**config.mk**
```make
export PLATFORM = sky130hd
export DESIGN_NAME = seg7_scan_driver
export DESIGN_NICKNAME = d
export VERILOG_FILES = /design/src/rtl/seg7_pkg.sv /design/src/rtl/seg7_glyph.sv /design/src/rtl/seg7_scan_driver.sv
export SDC_FILE = /design/constraint.sdc
export NUM_CORES = 1
export LEC_CHECK = 0
export ABC_AREA = 1
export ABC_CLOCK_PERIOD_IN_PS = 7050
export CAP_MARGIN = 10
export CORE_MARGIN = 10
export CORE_UTILIZATION = 37
export CTS_BUF_LIST = sky130_fd_sc_hd__clkbuf_4 sky130_fd_sc_hd__clkbuf_8 sky130_fd_sc_hd__clkbuf_16
export DETAILED_ROUTE_END_ITERATION = 7
export PLACE_DENSITY = 0.58
export SLEW_MARGIN = 20
export SYNTH_ARGS = -nofsm -noshare
export SYNTH_HDL_FRONTEND = slang
export SYNTH_HIERARCHICAL = 1
export SYNTH_SLANG_ARGS = --single-unit
```
**constraint.sdc**
```tcl
create_clock -name CLK -period 7.05 [get_ports CLK]
set_input_delay 1.41 -clock CLK [delete_from_list [all_inputs] [get_ports CLK]]
set_output_delay 1.41 -clock CLK [all_outputs]
set_load 0.1 [all_outputs]
```
**src/rtl/seg7_pkg.sv**
```systemverilog
// seg7_pkg: glyph constants, converter states and the decimal range helper
// shared by the seven-segment scan driver and its glyph decoder.
package seg7_pkg;

   localparam logic [6:0] SEG_BLANK = 7'b0000000;
   localparam logic [6:0] SEG_DASH  = 7'b0000001;
   // {a,b,c,d,e,f,g}, active-high
   localparam logic [6:0] SEG_DIGIT [0:9] = '{
      7'b1111110, 7'b0110000, 7'b1101101, 7'b1111001, 7'b0110011,
      7'b1011011, 7'b1011111, 7'b1110000, 7'b1111111, 7'b1111011
   };

   typedef enum logic [1:0] {IDLE, SHIFT, COMMIT} conv_state_t;

   function automatic logic [63:0] dec_max(input int n);
      logic [63:0] p;
      p = 64'd1;
      for (int i = 0; i < n; i++) p = p * 64'd10;
      return p - 64'd1;
   endfunction

endpackage

```
**src/rtl/seg7_glyph.sv**
```systemverilog
// seg7_glyph: maps one BCD nibble to an active-high segment pattern;
// dash wins over blank, and non-decimal nibbles show as blank.
module seg7_glyph
   import seg7_pkg::*;
(
   input  logic [3:0] digit_i,
   input  logic       blank_i,
   input  logic       dash_i,
   output logic [6:0] glyph_o
);

   always_comb
      glyph_o = dash_i ? SEG_DASH : (blank_i || digit_i > 4'd9) ? SEG_BLANK : SEG_DIGIT[digit_i];

endmodule

```
**src/rtl/seg7_scan_driver.sv**
```systemverilog
// seg7_scan_driver: binary-to-BCD double-dabble converter feeding a guarded
// multiplexed N-digit seven-segment scan with blanking, dp mask and overflow dash.
module seg7_scan_driver
   import seg7_pkg::*;
#(
   parameter int NUM_DIGITS = 4,
   parameter int VAL_W      = 14,
   parameter int DWELL      = 4,
   parameter int GUARD      = 2,
   parameter bit ACTIVE_LOW = 1'b1
) (
   input  logic                  CLK,
   input  logic                  RST,
   input  logic                  load,
   input  logic [VAL_W-1:0]      value,
   input  logic [NUM_DIGITS-1:0] dp_mask,
   input  logic                  blank_lz,
   output logic                  busy,
   output logic [NUM_DIGITS-1:0] an,
   output logic [6:0]            seg,
   output logic                  dp
);

   localparam int BCD_W    = 4 * NUM_DIGITS;
   localparam int SLOT_LEN = GUARD + DWELL;
   localparam int SW       = NUM_DIGITS > 1 ? $clog2(NUM_DIGITS) : 1;
   localparam int PW       = $clog2(SLOT_LEN);
   localparam int CW       = VAL_W > 1 ? $clog2(VAL_W) : 1;

   conv_state_t     state_q;
   logic [VAL_W-1:0] bin_q;
   logic [BCD_W-1:0] bcd_q, bcd_d, disp_q;
   logic [CW-1:0]   cnt_q;
   logic            ovf_q, disp_ovf_q, busy_q;

   always_comb begin
      bcd_d = bcd_q;
      for (int i = 0; i < NUM_DIGITS; i++)
         bcd_d[4*i +: 4] = bcd_q[4*i +: 4] >= 4'd5 ? bcd_q[4*i +: 4] + 4'd3 : bcd_q[4*i +: 4];
   end

   // The range seed and the shifted-out top bit both mark an overflow.
   always_ff @(posedge CLK or posedge RST)
      if (RST) begin
         state_q    <= IDLE;
         bin_q      <= '0;
         bcd_q      <= '0;
         cnt_q      <= '0;
         ovf_q      <= 1'b0;
         busy_q     <= 1'b0;
         disp_q     <= '0;
         disp_ovf_q <= 1'b0;
      end else
         case (state_q)
            IDLE:
               if (load) begin
                  state_q <= SHIFT;
                  bin_q   <= value;
                  bcd_q   <= '0;
                  cnt_q   <= '0;
                  ovf_q   <= 64'(value) > dec_max(NUM_DIGITS);
                  busy_q  <= 1'b1;
               end
            SHIFT: begin
               {bcd_q, bin_q} <= {bcd_d[BCD_W-2:0], bin_q, 1'b0};
               ovf_q          <= ovf_q | bcd_d[BCD_W-1];
               cnt_q          <= cnt_q + 1'b1;
               if (cnt_q == CW'(VAL_W - 1)) state_q <= COMMIT;
            end
            COMMIT: begin
               disp_q     <= bcd_q;
               disp_ovf_q <= ovf_q;
               busy_q     <= 1'b0;
               state_q    <= IDLE;
            end
            default: state_q <= IDLE;
         endcase

   logic [SW-1:0]         slot_q, slot_d;
   logic [PW-1:0]         phase_q, phase_d;
   logic [NUM_DIGITS-1:0] an_q;
   logic [6:0]            seg_q, glyph;
   logic                  dp_q, nz, lz_blank, last_phase;
   logic [3:0]            digit;

   assign last_phase = phase_q == PW'(SLOT_LEN - 1);
   assign phase_d    = last_phase ? '0 : phase_q + 1'b1;
   assign slot_d     = !last_phase ? slot_q : slot_q == SW'(NUM_DIGITS - 1) ? '0 : slot_q + 1'b1;
   assign digit      = disp_q[4*slot_q +: 4];

   always_comb begin
      nz = 1'b0;
      for (int i = 0; i < NUM_DIGITS; i++)
         if (i >= int'(slot_q) && disp_q[4*i +: 4] != 4'd0) nz = 1'b1;
   end

   assign lz_blank = blank_lz && slot_q != '0 && !nz;

   seg7_glyph u_glyph (
      .digit_i (digit),
      .blank_i (lz_blank),
      .dash_i  (disp_ovf_q),
      .glyph_o (glyph)
   );

   // Segments latch during the first guard cycle, so a commit cannot tear a lit digit.
   always_ff @(posedge CLK or posedge RST)
      if (RST) begin
         slot_q  <= '0;
         phase_q <= '0;
         an_q    <= {NUM_DIGITS{ACTIVE_LOW}};
         seg_q   <= {7{ACTIVE_LOW}};
         dp_q    <= ACTIVE_LOW;
      end else begin
         slot_q  <= slot_d;
         phase_q <= phase_d;
         an_q    <= (int'(phase_d) >= GUARD ? NUM_DIGITS'(1) << slot_d : '0) ^ {NUM_DIGITS{ACTIVE_LOW}};
         if (phase_q == '0) begin
            seg_q <= glyph ^ {7{ACTIVE_LOW}};
            dp_q  <= (dp_mask[slot_q] && !disp_ovf_q) ^ ACTIVE_LOW;
         end
      end

   assign busy = busy_q;
   assign an   = an_q;
   assign seg  = seg_q;
   assign dp   = dp_q;

endmodule

```
After elaboration in Yosys (flattened, before gate mapping)
Memory sizes are Yosys's and may differ from the RTL's.
Index checks and enable logic that the tools add are counted.
{"block": "op_classes", "n_reduce_logical": 21, "eq_ne": 7, "n_shift": 2, "bitwise": 5, "n_mux": 31, "add_sub_neg": 7, "magnitude_cmp": 12}
{"op": "case mux 16 bit (2 select lines)", "count": 1}
{"op": "2-to-1 mux 7 bit", "count": 4}
{"op": "case mux 14 bit (2 select lines)", "count": 1}
{"op": "2-to-1 mux 4 bit", "count": 6}
{"op": "adder 4 x 2 -> 4 bit, second input constant", "count": 4}
{"op": ">= comparator 4 x 3 -> 1 bit, second input constant", "count": 4}
{"op": "2-to-1 mux 16 bit", "count": 1}
{"op": "nonzero test 4 bit", "count": 4}
{"op": "variable part select 16 x 5 -> 4 bit", "count": 1}
{"op": "> comparator 14 bit, second input constant", "count": 1}
{"op": "2-to-1 mux 14 bit", "count": 1}
{"op": "2-to-1 mux 2 bit", "count": 4}
{"op": "case mux 4 bit (2 select lines)", "count": 1}
{"op": "2-to-1 mux 1 bit", "count": 7}
{"op": "inverter 7 bit", "count": 1}
{"op": "logical AND 1 bit", "count": 6}
{"op": "AND reduction 2 bit", "count": 3}
{"op": "nonzero test 2 bit", "count": 3}
{"op": ">= comparator 5 bit, second input constant", "count": 1}
{"op": "inverter 4 -> 5 bit", "count": 1}
{"op": "adder 4 x 1 -> 4 bit, second input constant", "count": 1}
{"op": "== test 2 bit, second input constant", "count": 2}
{"op": "== test 4 bit, second input constant", "count": 1}
{"op": ">= comparator 1 x 2 -> 1 bit, first input constant", "count": 2}
{"op": "other kinds (21)", "count": 24}
{"block": "totals", "ff_bits": 72, "elab_cells": 99, "romBits": 112, "memories": 1, "in_bits": 22}
{"name": "(no name shown)", "words": 16, "width": 7, "read_ports": 1, "rd_ports_with_merged_regs": 0, "wr": 0, "line": "seg7_glyph.sv:13", "rtl": "glyph_o = dash_i ? SEG_DASH : (blank_i || digit_i > 4'd9) ? SEG_BLANK : SEG_DIGIT[digit_i];"}

Longest topological paths before layout
{"block": "logic_depth", "ltp_word": 12, "mapped_depth": 11, "ltp_nobuf": 10}

Cells and area by module
Netlist, hierarchy kept.
{"module": "seg7_scan_driver", "seq_area_each_um2": 1816.7, "area_per_inst_um2": 3452.1, "cells_each": 420, "n_inst": 1}
{"module": "seg7_glyph", "seq_area_each_um2": 0.0, "area_per_inst_um2": 219.0, "cells_each": 39, "n_inst": 1}

Worst setup path after synthesis
Ideal clock, no wire load.
{"block": "synth_path", "kind": "register -> output", "startpoint": "reg busy_q, in the netlist busy", "endpoint": "out busy", "path_buffers": 0, "required_ps": 5640, "t_arrival_ps": 898, "path_slack_ps": 4742, "path_stages_with_launch": 1, "path_cell_list": "dfrtp_1"}
{"element": "start, declared", "line": "seg7_scan_driver.sv:34", "rtl": "logic ovf_q, disp_ovf_q, busy_q;"}
{"element": "start signal, assigned", "line": "seg7_scan_driver.sv:50", "rtl": "busy_q <= 1'b0;"}
{"element": "start signal, assigned", "line": "seg7_scan_driver.sv:62", "rtl": "busy_q <= 1'b1;"}
{"element": "start signal, assigned", "line": "seg7_scan_driver.sv:73", "rtl": "busy_q <= 1'b0;"}
{"element": "end, declared", "line": "seg7_scan_driver.sv:18", "rtl": "output logic busy,"}
No word-level cell between the ends.

Final worst setup path
{"block": "layout_path", "startpoint": "reg seg_q[1], in the netlist seg[1]", "endpoint": "out seg[1]"}
{"element": "start, declared", "line": "seg7_scan_driver.sv:82", "rtl": "logic [6:0] seg_q, glyph;"}
{"element": "start signal, assigned", "line": "seg7_scan_driver.sv:112", "rtl": "seg_q <= {7{ACTIVE_LOW}};"}
{"element": "start signal, assigned", "line": "seg7_scan_driver.sv:119", "rtl": "seg_q <= glyph ^ {7{ACTIVE_LOW}};"}
{"element": "end, declared", "line": "seg7_scan_driver.sv:20", "rtl": "output logic [6:0] seg,"}
No word-level cell between the ends.

==> parameters.txt <==
Parameter                              Value

Job
  Total of max-cap violations ... 0

Synthesis
  Mean area per synthesized cell ... about 8.0 µm²
  Post-Synthesis Net Count ... 500
  Number of cells produced by synthesis ... 459
  Post-synthesis cell type count ... 22
  Total standard cell area after synthesis ... roughly 3700 µm²
  Total of flip-flops plus latches after synthesis ... 72
  YS warnings ... 6
  Sequential fraction of the synthesis area ... approximately half

Setup path
  Arrival time reported for the critical path endpoint ... around 2000 ps
  Data required time of the critical path ... between 5000 and 6000 ps
  Dominant delay contributor by cell family on the critical path ... buffers and inverters
  CP Launch Point ... seg[1]$_DFFE_PP1N_
  Critical register-to-register path startpoint ... slot_q[0]$_DFF_PP0_
  R2r endpoint ... seg[1]$_DFFE_PP1N_
  Number of cells on the critical path ... 1
  Combined buffer and inverter count along the critical path ... 1
  Setup slack of the most critical reg-to-reg path ... 4570 ps
  Biggest cell delay along the critical path ... roughly 1100 ps
  Timing endpoint of the critical path ... seg[1]
  Largest driver fanout on the critical path ... 2
  Critical path cell sequence ... clkdlybuf4s50_1
  Kind of start point of the critical path ... flip-flop
  CP max-delay cell ... clkdlybuf4s50_1
  Type of element capturing the critical path ... output port
  Reg2Reg Depth ... 10
  Start-to-end type of the worst setup path ... flip-flop to output port

Timing
  Unrepaired setup endpoints after global routing ... false
  Count of final hold-check violations ... 0
  Summed negative setup slack over all endpoints ... 0 ps
  Slew at the pin with the worst max-slew slack ... 975 ps
  Final Setup Violations ... 0
  Relative slew slack ... 34.8%
  Number of max-slew violations in the final report ... 0
  Fin Clk Skew ... between 10 and 15 ps
  Maximum achievable frequency ... approximately 290 MHz
  Final worst path period share ... 48.5%
  Minimum clock period after layout ... 3420 ps

Clocking
  Clk_lat worst skew ... roughly 340 ps
  Clock sink count ... 72
  CTS hold repair buffers ... 0
  H-tree depth reported by CTS ... 3
  Number of buffers added for setup after CTS ... 0
  Number of buffers added by the clock tree synthesis step ... 9
  TritonCTS clock tree ... built
  Clock tree root buffer cell ... clkbuf_8
  Clock transition time at the flip-flop clock pins of the worst setup and hold paths ... about 70 ps
  Worst-case clock buffer depth ... 2
  Post_cts resized ... 0

Die
  I/O pin count ... 35
  Core footprint ... a little under 10000 µm²
  Chip Height ... 120 µm
  Starting Density ... 37.7%
  Die width ... ~120 µm
  Rows ... 36
  Overall die area ... 14300 µm²

Global route
  Maximum number of pins on one net before global-route repair ... 73
  Number of global-route vias before repair ... 2874
  Overall global routing resource usage ... between 10% and 20%
  Antenna violations before repair ... 0
  Global-route wire length before repair ... 13.3 mm
  Global route total overflow ... 0

Detailed routing
  Vias per std cell ... 4.69
  DR pass1 iterations ... 4
  Routed wirelength normalized by instance count ... 12.1 µm
  Vias ... a little under 3000
  Antenna viol nets, final ... 0
  DRT Wirelength ... 7.61 mm
  Iter 0 DRT Violations ... ~170
  Drt drc ... 0

Place
  Detailed placer's ending HPWL ... 5.34 mm
  Number of port buffers ... 34
  Global placer's final weighted congestion ... around 0.8

Cells and area
  Final nets ... 534
  Layout cell share with drive strength beyond 1 ... under 10%
  Area overhead of the layout relative to synthesis ... 18.4%
  Number of antenna cells inserted ... 0

Power and ir drop
  Total power per unit cell area ... 406 nW/µm²
  P_leak ... 0.00214 µW
  Design Power ... 1770 µW
  Worst ir drop on vdd ... 0.192 mV

Status
  Run status ... finished clean

Min path
  Worst Hold Class ... flip-flop to flip-flop
==> report_power, final <==
group / internal [µW] / total (µW) / leakage, µW / switching (µW)
registers: 575 / 693 / 0.000858 / 118
clock network: 212 / 362 / 0.000109 / 150
logic: 235 / 712 / 0.00117 / 477
==> through the flow <==
stage | hold slack (ps) | instance area [µm²] | cells | setup slack, ps | utilization (%)
after global placement | 469 | 4120 | 615 | 3710 | 42.3
after floorplan | 443 | 3670 | 459 | 3830 | -
after detailed placement | 473 | 4120 | 615 | 3580 | 42.3
after global routing | 516 | 4350 | 631 | 3570 | 44.7
final | 486 | 4350 | 631 | 3630 | 44.7
after CTS | 486 | 4340 | 631 | 3600 | 44.6
==> cells in the final DEF, fill, tap and decap left out <==
cell type / count
o21ai_0: 61
dfrtp_1: 60
bufinv_16: 2
xor2_1: 4
clkbuf_8: 10
nor3_1: 1
clkinvlp_4: 2
o21ai_4: 1
clkbuf_4: 1
inv_1: 51
buf_4: 1
o21ai_1: 2
a22o_1: 1
nand3_1: 35
nand3_4: 1
a21oi_1: 9
nand2_1: 133
dfstp_2: 12
o211ai_1: 1
clkinv_2: 1
ha_1: 19
o22ai_1: 6
nor2_1: 44
or2_2: 1
clkdlybuf4s50_1: 34
nand2_2: 2
o21ai_2: 1
inv_2: 2
==> final cells by class <==
cell class / count / area (µm²)
tap: 133 / 166
clock buffer: 11 / 145
sequential: 72 / 1820
clock inverter: 5 / 80.1
fill: 1004 / 5380
inverter: 53 / 199
multi-input combinational: 322 / 1590
timing repair buffer: 35 / 348
==> registers in the layout (all words and copies together) (netlist names) <==
name and flops:
busy 1, state_q 2, cnt_q 4, dp 1, phase_q 3, ovf_q 1
slot_q 2, an 4, bcd_q 16, disp_q 16, seg 7, bin_q 14
disp_ovf_q 1
==> cell usage after synthesis (all sizes together) <==
master	n	area, µm²
a22o	1	8.76
buf	12	70.1
o211ai	1	7.51
dfstp	12	315
nor2	44	165
ha	19	238
o21ai	65	333
nand2	135	512
o22ai	6	37.5
xor2	4	35.0
or2	1	6.26
inv	53	199
nor3	1	5.00
dfrtp	60	1500
a21oi	9	45.0
nand3	36	193
==> logic make-up after synthesis <==
kind of cell,synth area share [%]
AND/OR/NAND/NOR,24.0
adder cells (fa/ha/maj),6.48
AO/OA/AOI/OAI,11.8
flip-flops,49.5
XOR/XNOR,0.954
buffers and inverters,7.33
==> worst min-delay path by stage <==
| stage | start | cells past startpoint | slack, ps | end |
|---|---|---|---|---|
| 6_report | phase_q[0]$_DFF_PP0_ | 1 | 490 | phase_q[0]$_DFF_PP0_ |
| 5_1_grt | seg[3]$_DFFE_PP1N_ | 2 | 520 | seg[3]$_DFFE_PP1N_ |
| 4_1_cts | phase_q[0]$_DFF_PP0_ | 1 | 490 | phase_q[0]$_DFF_PP0_ |
| 3_5_place_dp | phase_q[0]$_DFF_PP0_ | 1 | 470 | phase_q[0]$_DFF_PP0_ |
| 3_3_place_gp | phase_q[0]$_DFF_PP0_ | 1 | 470 | phase_q[0]$_DFF_PP0_ |
| 2_1_floorplan | phase_q[0]$_DFF_PP0_ | 1 | 440 | phase_q[0]$_DFF_PP0_ |
==> routing by layer <==
metal | share of wire, % | global-route usage, % | vias to the layer above
met2 | 46 | 18.1 | 55
met3 | 4.8 | 3.56 | 4
li1 | - | - | 1535
met1 | 48 | 13.7 | 1367
met4 | 0.60 | 2.71 | 0
met5 | 0 | 0 | -
Power figures use the tool's default switching activity.
